[src/rtl/rx_control_module.sv]
// UART receive sequencer: times start/data/stop sample points from a start-edge
// pulse, assembles data LSB first, and reports a good byte or a framing error.
module rx_control_module #(
    parameter int CLKS_PER_BIT = 434,
    parameter int DATA_BITS    = 8
) (
    input  logic                 CLK,
    input  logic                 RST,
    input  logic                 Rx_En_Sig,
    input  logic                 H2L_Sig,
    input  logic                 RX_Pin_In,
    output logic [DATA_BITS-1:0] Rx_Data,
    output logic                 Rx_Done_Sig,
    output logic                 Frame_Err_Sig,
    output logic                 Rx_Busy_Sig
);

    localparam int CW = $clog2(CLKS_PER_BIT);
    localparam int IW = (DATA_BITS > 1) ? $clog2(DATA_BITS) : 1;

    localparam logic [CW-1:0] HALF_M1  = CW'(CLKS_PER_BIT / 2 - 1);
    localparam logic [CW-1:0] FULL_M1  = CW'(CLKS_PER_BIT - 1);
    localparam logic [IW-1:0] LAST_IDX = IW'(DATA_BITS - 1);

    typedef enum logic [2:0] {
        IDLE,
        START,
        DATA,
        STOP,
        DONE
    } state_t;

    state_t                 state_q, state_d;
    logic [CW-1:0]          cnt_q, cnt_d;
    logic [IW-1:0]          idx_q, idx_d;
    logic [DATA_BITS-1:0]   shift_q, shift_d;
    logic [DATA_BITS-1:0]   data_q, data_d;
    logic                   done_q, done_d;
    logic                   err_q, err_d;
    logic                   busy_q, busy_d;

    always_comb begin
        state_d = state_q;
        cnt_d   = cnt_q + CW'(1);
        idx_d   = idx_q;
        shift_d = shift_q;
        data_d  = data_q;
        done_d  = 1'b0;
        err_d   = 1'b0;
        busy_d  = busy_q;

        case (state_q)
            IDLE: begin
                cnt_d  = '0;
                busy_d = 1'b0;
                if (H2L_Sig && Rx_En_Sig) begin
                    state_d = START;
                    busy_d  = 1'b1;
                end
            end
            START: begin
                // A line already back high at mid-start is a glitch, not a frame.
                if (cnt_q == HALF_M1) begin
                    cnt_d = '0;
                    if (!RX_Pin_In) begin
                        state_d = DATA;
                        idx_d   = '0;
                    end else begin
                        state_d = IDLE;
                        busy_d  = 1'b0;
                    end
                end
            end
            DATA: begin
                if (cnt_q == FULL_M1) begin
                    cnt_d   = '0;
                    shift_d = {RX_Pin_In, shift_q[DATA_BITS-1:1]};
                    if (idx_q == LAST_IDX) begin
                        state_d = STOP;
                    end else begin
                        idx_d = idx_q + IW'(1);
                    end
                end
            end
            STOP: begin
                if (cnt_q == FULL_M1) begin
                    cnt_d  = '0;
                    busy_d = 1'b0;
                    if (RX_Pin_In) begin
                        state_d = DONE;
                        data_d  = shift_q;
                        done_d  = 1'b1;
                    end else begin
                        state_d = IDLE;
                        err_d   = 1'b1;
                    end
                end
            end
            DONE: begin
                state_d = IDLE;
                cnt_d   = '0;
            end
            default: begin
                state_d = IDLE;
                cnt_d   = '0;
                busy_d  = 1'b0;
            end
        endcase
    end

    always_ff @(posedge CLK) begin
        if (RST) begin
            state_q <= IDLE;
            cnt_q   <= '0;
            idx_q   <= '0;
            shift_q <= '0;
            data_q  <= '0;
            done_q  <= 1'b0;
            err_q   <= 1'b0;
            busy_q  <= 1'b0;
        end else begin
            state_q <= state_d;
            cnt_q   <= cnt_d;
            idx_q   <= idx_d;
            shift_q <= shift_d;
            data_q  <= data_d;
            done_q  <= done_d;
            err_q   <= err_d;
            busy_q  <= busy_d;
        end
    end

    assign Rx_Data       = data_q;
    assign Rx_Done_Sig   = done_q;
    assign Frame_Err_Sig = err_q;
    assign Rx_Busy_Sig   = busy_q;

endmodule

[config.mk]
export PLATFORM = sky130hd
export DESIGN_NAME = rx_control_module
export DESIGN_NICKNAME = d
export VERILOG_FILES = /design/src/rtl/rx_control_module.sv
export SDC_FILE = /design/constraint.sdc
export NUM_CORES = 1
export LEC_CHECK = 0
export ABC_AREA = 1
export CORE_MARGIN = 4
export CORE_UTILIZATION = 48
export DETAILED_ROUTE_END_ITERATION = 16
export GPL_ROUTABILITY_DRIVEN = 0
export PLACE_DENSITY_LB_ADDON = 0.25
export SYNTH_ARGS = -nofsm -noshare
export SYNTH_HDL_FRONTEND = slang
export SYNTH_SLANG_ARGS = --single-unit
[constraint.sdc]
create_clock -name CLK -period 1.3 [get_ports CLK]
set_input_delay 0.26 -clock CLK [delete_from_list [all_inputs] [get_ports CLK]]
set_output_delay 0.26 -clock CLK [all_outputs]
set_load 0.005 [all_outputs]
==> results of run 1 <==
cells by family after synthesis:
| kind of cell | after synthesis | synth area share |
|---|---|---|
| XOR/XNOR | 6 | 0.0326 |
| adder cells (fa/ha/maj) | 5 | 0.0388 |
| AO/OA/AOI/OAI | 22 | 0.0698 |
| flip-flops | 34 | 0.422 |
| AND/OR/NAND/NOR | 121 | 0.364 |
| buffers and inverters | 29 | 0.0736 |
metrics by stage:
step	total power, mW	hold slack [ns]	cells	area (sq um)
2_1_floorplan	1.87	0.338	217	1620
3_3_place_gp	2.12	0.457	292	1950
3_5_place_dp	2.13	0.467	292	1950
4_1_cts	3.27	0.482	307	2280
5_1_grt	3.93	0.517	311	2550
6_report	3.79	0.483	311	2550
Yosys cell counts:
cell	count
nor2_2	12
dfxtp_1	34
or2_2	1
nor3_2	3
clkinv_2	1
o21ai_1	8
buf_2	1
xnor2_1	2
nor3_1	4
buf_4	2
inv_2	8
o21bai_1	1
nand2_2	3
clkbuf_1	1
a21oi_1	13
nor2_1	34
ha_1	5
nand2_4	5
xor2_1	4
nand3_1	19
nor2_4	1
nand2_1	39
inv_1	16
critical path: cells and delay by family (launching register included):
| kind | cells | cell delay, ns |
|---|---|---|
| buffers and inverters | 3 | 0.23 |
| DFF | 1 | 0.41 |
| and+or+nand+nor | 5 | 0.81 |
flip-flops by register name (all words and copies together), names as in the netlist:
signal / cells
state_q: 3
shift_q: 8
cnt_q: 9
Frame_Err_Sig: 1
idx_q: 3
Rx_Busy_Sig: 1
Rx_Data: 8
Rx_Done_Sig: 1
routing by layer:
metal  vias to the layer above  track usage  routed length [um]
li1                        782            -                   -
met1                       819        0.221                2010
met2                        80        0.348                2750
met3                        30       0.0357                 382
met4                         0        0.119                 291
met5                         -            0                   0
final timing paths:
kind	startpoint	to	slack [ns]	depth (start not counted)
worst max register to register	state_q[1]	Rx_Data[0]	-0.21	8
worst min register to register	idx_q[1]	idx_q[1]	0.48	2
worst min-delay path	idx_q[1]	idx_q[1]	0.48	2
worst max-delay path	state_q[1]	Rx_Data[0]	-0.21	8
what timing repair did:
item	4_1_cts	5_1_grt
resized for setup	61	68
pin swaps	14	38
gates cloned	1	0
setup buffers	6	4
endpoints found under the setup margin	45	34
power groups by stage:
stage / sequential, mW / clock, mW / combinational (mW)
global route: 1.22 / 1.06 / 1.65
global placement: 1.20 / 0 / 0.923
CTS: 1.19 / 1.01 / 1.07
floorplan: 1.19 / 0 / 0.681
detailed placement: 1.20 / 0 / 0.934
finish: 1.21 / 1.02 / 1.55
cell type report:
| cell class | instances | area share |
|---|---|---|
| tap | 44 | 0.0216 |
| clock buffer | 5 | 0.0147 |
| multi-input combinational | 155 | 0.449 |
| sequential | 34 | 0.279 |
| clock inverter | 3 | 0.0270 |
| inverter | 25 | 0.0516 |
| timing repair buffer | 45 | 0.157 |
==> summary.md, run 1 <==
| Metric | Value |
|---|---|
| Outcome | finished with violations |
| Failing checks | negative setup slack |
| GRT Resource Usage Total | 0.198 |
| Crit-path max FO | 8 |
| Synth top area share | 0.422 |
| Post-synth cell types | 23 |
| Synth Cell Area | 1610 sq um |
| Vias in the first global route | 1,477 |
| Setup Skew | about 0.021 ns |
| Synth area leader | dfxtp_1 |
| Final hold viol count | 0 |
| Worst skew pair latency | between 0.3 and 0.4 ns |
| RSZ-0062 raised after global routing | true |
| Net Count, Synth | between 200 and 250 |
| Avg Cell Area, Syn | 7.44 sq um |
| Critical path class | reg2reg |
| CP endpoint kind | register |
| Die area | 4350 sq um |
| Antenna cells | 0 |
| DRT antenna net count | 0 |
| Yosys reg bits | 34 |
| Synth area leaders | dfxtp_1, nand2_1, nor2_1 |
| Commonest non-fill, non-tap cell in the layout | nand2_1 |
| Post-layout util | 0.814 |
| Sequential fraction of the synthesis area | 0.422 |
| Starting Density | 0.516 |
| Clock Path Buffers | 2 |
| Port bufs | 15 |
| Setup TNS Final | -5.04 ns |
| Worst slew pin tran | about 0.7 ns |
| Switch share | 0.383 |
| Avg Vias per Cell | 5.50 |
| Crit path time final | 1.51 ns |
| Slowest stage cell on the critical path | dfxtp_4 |
| Die Width | ~66 um |
| Sequential share of power | 0.321 |
| I/O pins | 16 |
| Placeable Area | about 3100 sq um |
| CP Cell Sequence | inv_4, nor3_4, inv_2, nor2_4, nand2_8, clkinv_8, nor2_2, nor2_1 |
| Slew HR | 0.534 |
| Synthesis-to-finish area growth | 57.8% |
| DRC Markers | 0 |
| Peak Freq | roughly 0.66 GHz |
| Final WS setup | -0.212 ns |
| Critical path startpoint category | register |
| PwrDens | between 1000 and 1500 nW/um^2 |
| TritonCTS clock tree | built |
| Drt pass-1 iters | 5 |
| Maxcap violations | 0 |
| Grt total ovfl | 0 |
| Rows | 20 |
| Filler cell count | between 150 and 200 |
| Synthesis Warnings | 0 |
| Final Setup Violations | 34 |
| P_int | ~2.3 mW |
| Arr. time, crit path | between 1.5 and 2 ns |
| First-pass GRT wire length | ~6400 um |
| H-tree depth | 2 |
| Seq. cell area | 711 sq um |
| Clock Tree Root | clkbuf_4 |
| Worst path max stage delay | between 0.4 and 0.5 ns |
| Maximum VDD drop | around 0.0011 V |
| # clock sinks | 34 |
| 1st-iter DRT viols | 130 |
| Fin. max-slew vios | 0 |
| Vias | about 1.7k |
| Die Ht | approximately 66 um |
| Hold-fix buffers at CTS | 0 |
| Comb pwr share | 0.409 |
| Drt total wl | roughly 5400 um |
| Sw power | about 1.4 mW |
| Fin crit share | 1.16 |
| Multi-input gate area | about 1100 sq um |
| Detailed placer's ending HPWL | between 2000 and 2500 um |
| CTS clock-pin slew for the worst setup and hold paths | roughly 0.13 ns |
| Routed len/inst | ~17 um |
| Total CTS buffers | 5 |
| Worst EP required | between 1.5 and 2 ns |
| Antenna violations before repair | 0 |
| Clock power share | 0.271 |
| Worst hold path type | reg2reg |
| Post-Syn Instances | around 220 |
| Pre-CTS setup slack | -0.254 ns |
| Most frequent cells in the layout | nand2_1, nor2_1, buf_4 |
| Total leakage power | between 1 and 1.5 nW |
| Ratio of cells with drive above 1 in the final layout | 0.554 |
| Largest net degree at the start of global routing | 17 |
| Nets | about 280 |
No activity file was read; power rests on OpenSTA's default activity.
==> run 2: changes to the inputs <==
- clock period: 1.3 -> 1.91 ns (I/O delays scaled with it)
==> summary.md, run 2 (synthesis gave the netlist of run 1 again) <==
| Metric | Value |
|---|---|
| Setup TNS Final | 0 ns |
| Final hold viol count | 0 |
| Placeable Area | ~3100 sq um |
| I/O pins | 16 |
| Hold-fix buffers at CTS | 0 |
| DRC Markers | 0 |
| RSZ-0062 raised after global routing | false |
| Commonest non-fill, non-tap cell in the layout | nand2_1 |
| Peak Freq | 0.637 GHz |
| Drt total wl | between 2000 and 3000 um |
| Critical path startpoint category | register |
| R2R depth | 9 |
| Crit path time final | roughly 1.6 ns |
| Setup Skew | around 0.0036 ns |
| Vias | approximately 1.3k |
| 1st-iter DRT viols | 81 |
| Port bufs | 15 |
| Max reg flops | 9 |
| Detailed placer's ending HPWL | 2160 um |
| CTS clock-pin slew for the worst setup and hold paths | 0.10 ns |
| Maximum VDD drop | around 0.00040 V |
| Filler cell count | ~280 |
| Ratio of cells with drive above 1 in the final layout | 0.185 |
| First-pass GRT wire length | 5380 um |
| Maxcap violations | 0 |
| Fin. max-slew vios | 0 |
| DRT antenna net count | 0 |
| Largest register by flop count | cnt_q |
| H-tree depth | 2 |
| CP endpoint kind | output pin |
| Worst hold path type | reg2reg |
| RR Endpoint | Rx_Data[1] |
| Fin crit share | 0.822 |
| Outcome | complete, no violations |
| Worst EP required | around 1.5 ns |
| Worst path max stage delay | between 0.5 and 0.6 ns |
| Slowest stage cell on the critical path | clkdlybuf4s50_1 |
| Antenna cells | 0 |
| Grt total ovfl | 0 |
| Reg2Reg Setup Slack | about 0.38 ns |
| Post-CTS setup buffers | 0 |
| Crit-path max FO | 2 |
| Final Setup Violations | 0 |
| Most frequent cells in the layout | nand2_1, dfxtp_1, nor2_1 |
| Starting Density | 0.516 |
| Crit path buffers/inverters | 1 |
| Nets | 247 |
| Worst slew pin tran | approximately 0.40 ns |
| Antenna violations before repair | 0 |
| Kind of cell adding the most delay to the critical path | buffers and inverters |
| Hold depth | 2 |
| Crit. path cell count | 1 |
| Slew HR | 0.734 |
| Routed len/inst | ~10 um |
| TritonCTS clock tree | built |
| Critical path class | reg2out |
| Drt pass-1 iters | 4 |
| # clock sinks | 34 |
| Rows | 20 |
| Post-CTS Resized | 0 |
| Largest net degree at the start of global routing | 17 |
| CP Cell Sequence | clkdlybuf4s50_1 |
| Placed Cells | roughly 270 |
| Die Width | 66.0 um |
| Avg Vias per Cell | about 4.7 |
| Worst skew pair latency | around 0.34 ns |
| Crit path to | Rx_Data[6] |
| RR Startpoint | cnt_q[0] |
| GRT Resource Usage Total | 0.158 |
| Total CTS buffers | 5 |
| Arr. time, crit path | around 1.2 ns |
| Setup crit start | Rx_Data[6] |
| Total leakage power | ~0.77 nW |
| PwrDens | ~950 nW/um^2 |
| Final Non-Filler Cells | about 280 |
| Clock Tree Root | clkbuf_4 |
| Clock Path Buffers | 2 |
| Vias in the first global route | roughly 1.3k |
| Die Ht | around 66 um |
| Die area | roughly 4400 sq um |
| Synthesis-to-finish area growth | 16.1% |
-- run 2: changes by cell type in the layout (fill, tap and decap cells not counted), sizes merged --
cell	change
nand2	-1
clkinvlp	+1
buf	-28
dlygate4sd2	-11
bufinv	-2
clkdlybuf4s50	+11
clkbuf	+1
-- run 2: cell type report --
cell class | instances | area [sq um] | area share
Clock buffer | 6 | 51.3 | 0.0274
Clock inverter | 2 | 12.5 | 0.00668
Inverter | 25 | 95.1 | 0.0507
Multi-Input combinational cell | 154 | 815 | 0.435
Sequential cell | 34 | 681 | 0.363
Tap cell | 44 | 55.1 | 0.0294
Timing Repair Buffer | 17 | 165 | 0.0881
-- run 2: routing by layer --
metal | wire (um) | vias to the layer above | share of wire | global-route usage
met2 | 1150 | 26 | 0.41 | 0.232
met3 | 158 | 6 | 0.056 | 0.0561
met4 | 51 | 0 | 0.018 | 0.0660
li1 | - | 719 | - | -
met1 | 1480 | 563 | 0.52 | 0.209
met5 | 0 | - | 0 | 0
-- run 2: stage by stage --
stage                     power (mW)  worst slack, ns  utilization  cell area (sq um)  hold WS (ns)
after global routing            1.92            0.142        0.599               1870         0.519
after floorplan                 1.27            0.531            -               1610         0.441
final                           1.78            0.339        0.599               1870         0.489
after global placement          1.38            0.353        0.579               1810         0.462
after detailed placement        1.37            0.305        0.579               1810         0.468
after CTS                       1.80            0.307        0.599               1870         0.483
-- run 2: worst register-to-register path, delay by kind of cell (launching register included) --
| family | cells | cell delay (ns) |
|---|---|---|
| adders and majority gates | 1 | 0.17 |
| buffers and inverters | 2 | 0.30 |
| DFF | 1 | 0.42 |
| and+or+nand+nor | 6 | 0.59 |
-- run 2: where the power goes --
group	total, mW	switching, mW	internal (mW)	leakage [nW]
combinational	0.559	0.358	0.201	0.461
sequential	0.800	0.0431	0.757	0.275
clock	0.417	0.240	0.177	0.0343
-- run 2: worst min-delay path by stage --
stage | endpoint | startpoint
finish | Rx_Data[0] | Rx_Data[0]
global route | shift_q[2] | shift_q[2]
CTS | shift_q[0] | shift_q[0]
detailed placement | shift_q[0] | shift_q[0]
global placement | Rx_Data[5] | Rx_Data[5]
floorplan | shift_q[0] | shift_q[0]
==> run 3: changes to the inputs <==
- clock period: 1.91 -> 1.6 ns (I/O delays scaled with it)
==> summary.md, run 3 (synthesis gave the netlist of run 1 again) <==
| Metric | Value |
|---|---|
| Outcome | complete, no violations |
| Peak Freq | 0.656 GHz |
| Ratio of cells with drive above 1 in the final layout | 0.214 |
| Reg2Reg Setup Slack | around 0.13 ns |
| Sequential share of power | 0.412 |
| Port bufs | 15 |
| Clock power share | 0.272 |
| 1st-iter DRT viols | 58 |
| DRT antenna net count | 0 |
| Hold-fix buffers at CTS | 0 |
| CP Cell Sequence | clkdlybuf4s50_1 |
| R2R depth | 11 |
| Worst skew pair latency | between 0.3 and 0.4 ns |
| Final Setup Violations | 0 |
| Worst slew pin tran | 0.441 ns |
| PwrDens | approximately 1200 nW/um^2 |
| Detailed placer's ending HPWL | around 2300 um |
| Final Non-Filler Cells | ~290 |
| Total CTS buffers | 5 |
| Commonest non-fill, non-tap cell in the layout | nand2_1 |
| CP endpoint kind | output pin |
| CTS clock-pin slew for the worst setup and hold paths | between 0.1 and 0.15 ns |
| Placed Cells | between 200 and 300 |
| Maxcap violations | 0 |
| Sw power | 787 uW |
| Die Ht | between 60 and 70 um |
| Total leakage power | ~0.8 nW |
| GRT Resource Usage Total | 0.161 |
| Routed len/inst | approximately 10 um |
| Crit path buffers/inverters | 1 |
| Placeable Area | roughly 3100 sq um |
| RR Startpoint | cnt_q[1] |
| Antenna violations before repair | 0 |
| Multi-input gate area | around 820 sq um |
| I/O pins | 16 |
| Grt total ovfl | 0 |
| Antenna cells | 0 |
| RR Endpoint | cnt_q[8] |
| Hold depth | 2 |
| Die area | around 4400 sq um |
| Fin crit share | 0.953 |
| Filler cell count | 271 |
| Crit. path cell count | 1 |
| Critical path startpoint category | register |
| RSZ-0062 raised after global routing | false |
| Final hold viol count | 0 |
| Vias | about 1.3k |
| Setup crit start | Rx_Data[7] |
| Drt total wl | 2990 um |
| Post-CTS setup buffers | 0 |
| TritonCTS clock tree | built |
| Vias in the first global route | 1,188 |
| Total power draw | approximately 2.3 mW |
| Largest net degree at the start of global routing | 17 |
| Clock Tree Root | clkbuf_4 |
| First-pass GRT wire length | 5240 um |
| # clock sinks | 34 |
| Worst EP required | roughly 1.3 ns |
| Nets | 252 |
| Maximum VDD drop | approximately 0.00073 V |
| Worst path max stage delay | roughly 0.5 ns |
| Synthesis-to-finish area growth | 20.5% |
| Setup TNS Final | 0 ns |
| Slowest stage cell on the critical path | clkdlybuf4s50_1 |
| Hold Path End | shift_q[0] |
| Largest register by flop count | cnt_q |
| Drt pass-1 iters | 4 |
| Slew HR | 0.706 |
| Max reg flops | 9 |
| Die Width | 66.0 um |
| Most frequent cells in the layout | nand2_1, dfxtp_1, nor2_1 |
| Worst hold start | shift_q[0] |
| Comb pwr share | 0.316 |
| Avg Vias per Cell | 4.67 |
| Fin. max-slew vios | 0 |
| Worst hold path type | reg2reg |
| Setup Skew | approximately 0.008 ns |
| Crit-path max FO | 2 |
| Crit path time final | around 1.5 ns |
| Rows | 20 |
| Kind of cell adding the most delay to the critical path | buffers and inverters |
| Clock Path Buffers | 2 |
| Starting Density | 0.516 |
| H-tree depth | 2 |
| DRC Markers | 0 |
| Switch share | 0.341 |
| Seq. cell area | around 680 sq um |
| P_int | ~1.5 mW |
| Critical path class | reg2out |
| Arr. time, crit path | roughly 1.2 ns |
run 3: final cells by class:
cell class / instances / area share
Tap cell: 44 / 0.0283
Inverter: 25 / 0.0521
Timing Repair Buffer: 22 / 0.104
Clock inverter: 3 / 0.0232
Multi-Input combinational cell: 154 / 0.423
Clock buffer: 5 / 0.0193
Sequential cell: 34 / 0.350
run 3: timing repair:
action / 4_1_cts / 5_1_grt
endpoints found under the hold margin: 0 / 0
resized for setup: 0 / 6
endpoints found under the setup margin: 0 / 28
run 3: power groups by stage:
stage	logic (mW)	clock network (mW)	registers, mW
2_1_floorplan	0.554	0	0.966
3_3_place_gp	0.728	0	0.970
3_5_place_dp	0.728	0	0.970
4_1_cts	0.730	0.657	0.951
5_1_grt	0.815	0.695	0.959
6_report	0.728	0.627	0.951
run 3: per-stage QoR:
step	area (sq um)	setup slack [ns]	hold WS (ns)	utilization
floorplan	1610	0.221	0.398	-
global placement	1850	0.115	0.461	0.591
detailed placement	1850	0.0499	0.467	0.591
CTS	1930	0.0276	0.485	0.617
global route	1950	0.00219	0.512	0.622
finish	1950	0.0749	0.483	0.622
run 3: worst max path at each step:
stage / to
detailed placement: Rx_Data[1]
floorplan: shift_q[0]
CTS: Rx_Data[1]
global placement: Rx_Data[0]
finish: Rx_Data[7]
global route: Rx_Data[6]
run 3: routing by layer:
| layer | global-route usage | share of wire | wire (um) | vias up |
|---|---|---|---|---|
| li1 | - | - | - | 734 |
| met1 | 0.222 | 0.52 | 1540 | 566 |
| met2 | 0.220 | 0.40 | 1190 | 34 |
| met3 | 0.0578 | 0.068 | 202 | 7 |
| met4 | 0.0761 | 0.019 | 57 | 0 |
| met5 | 0 | 0 | 0 | - |
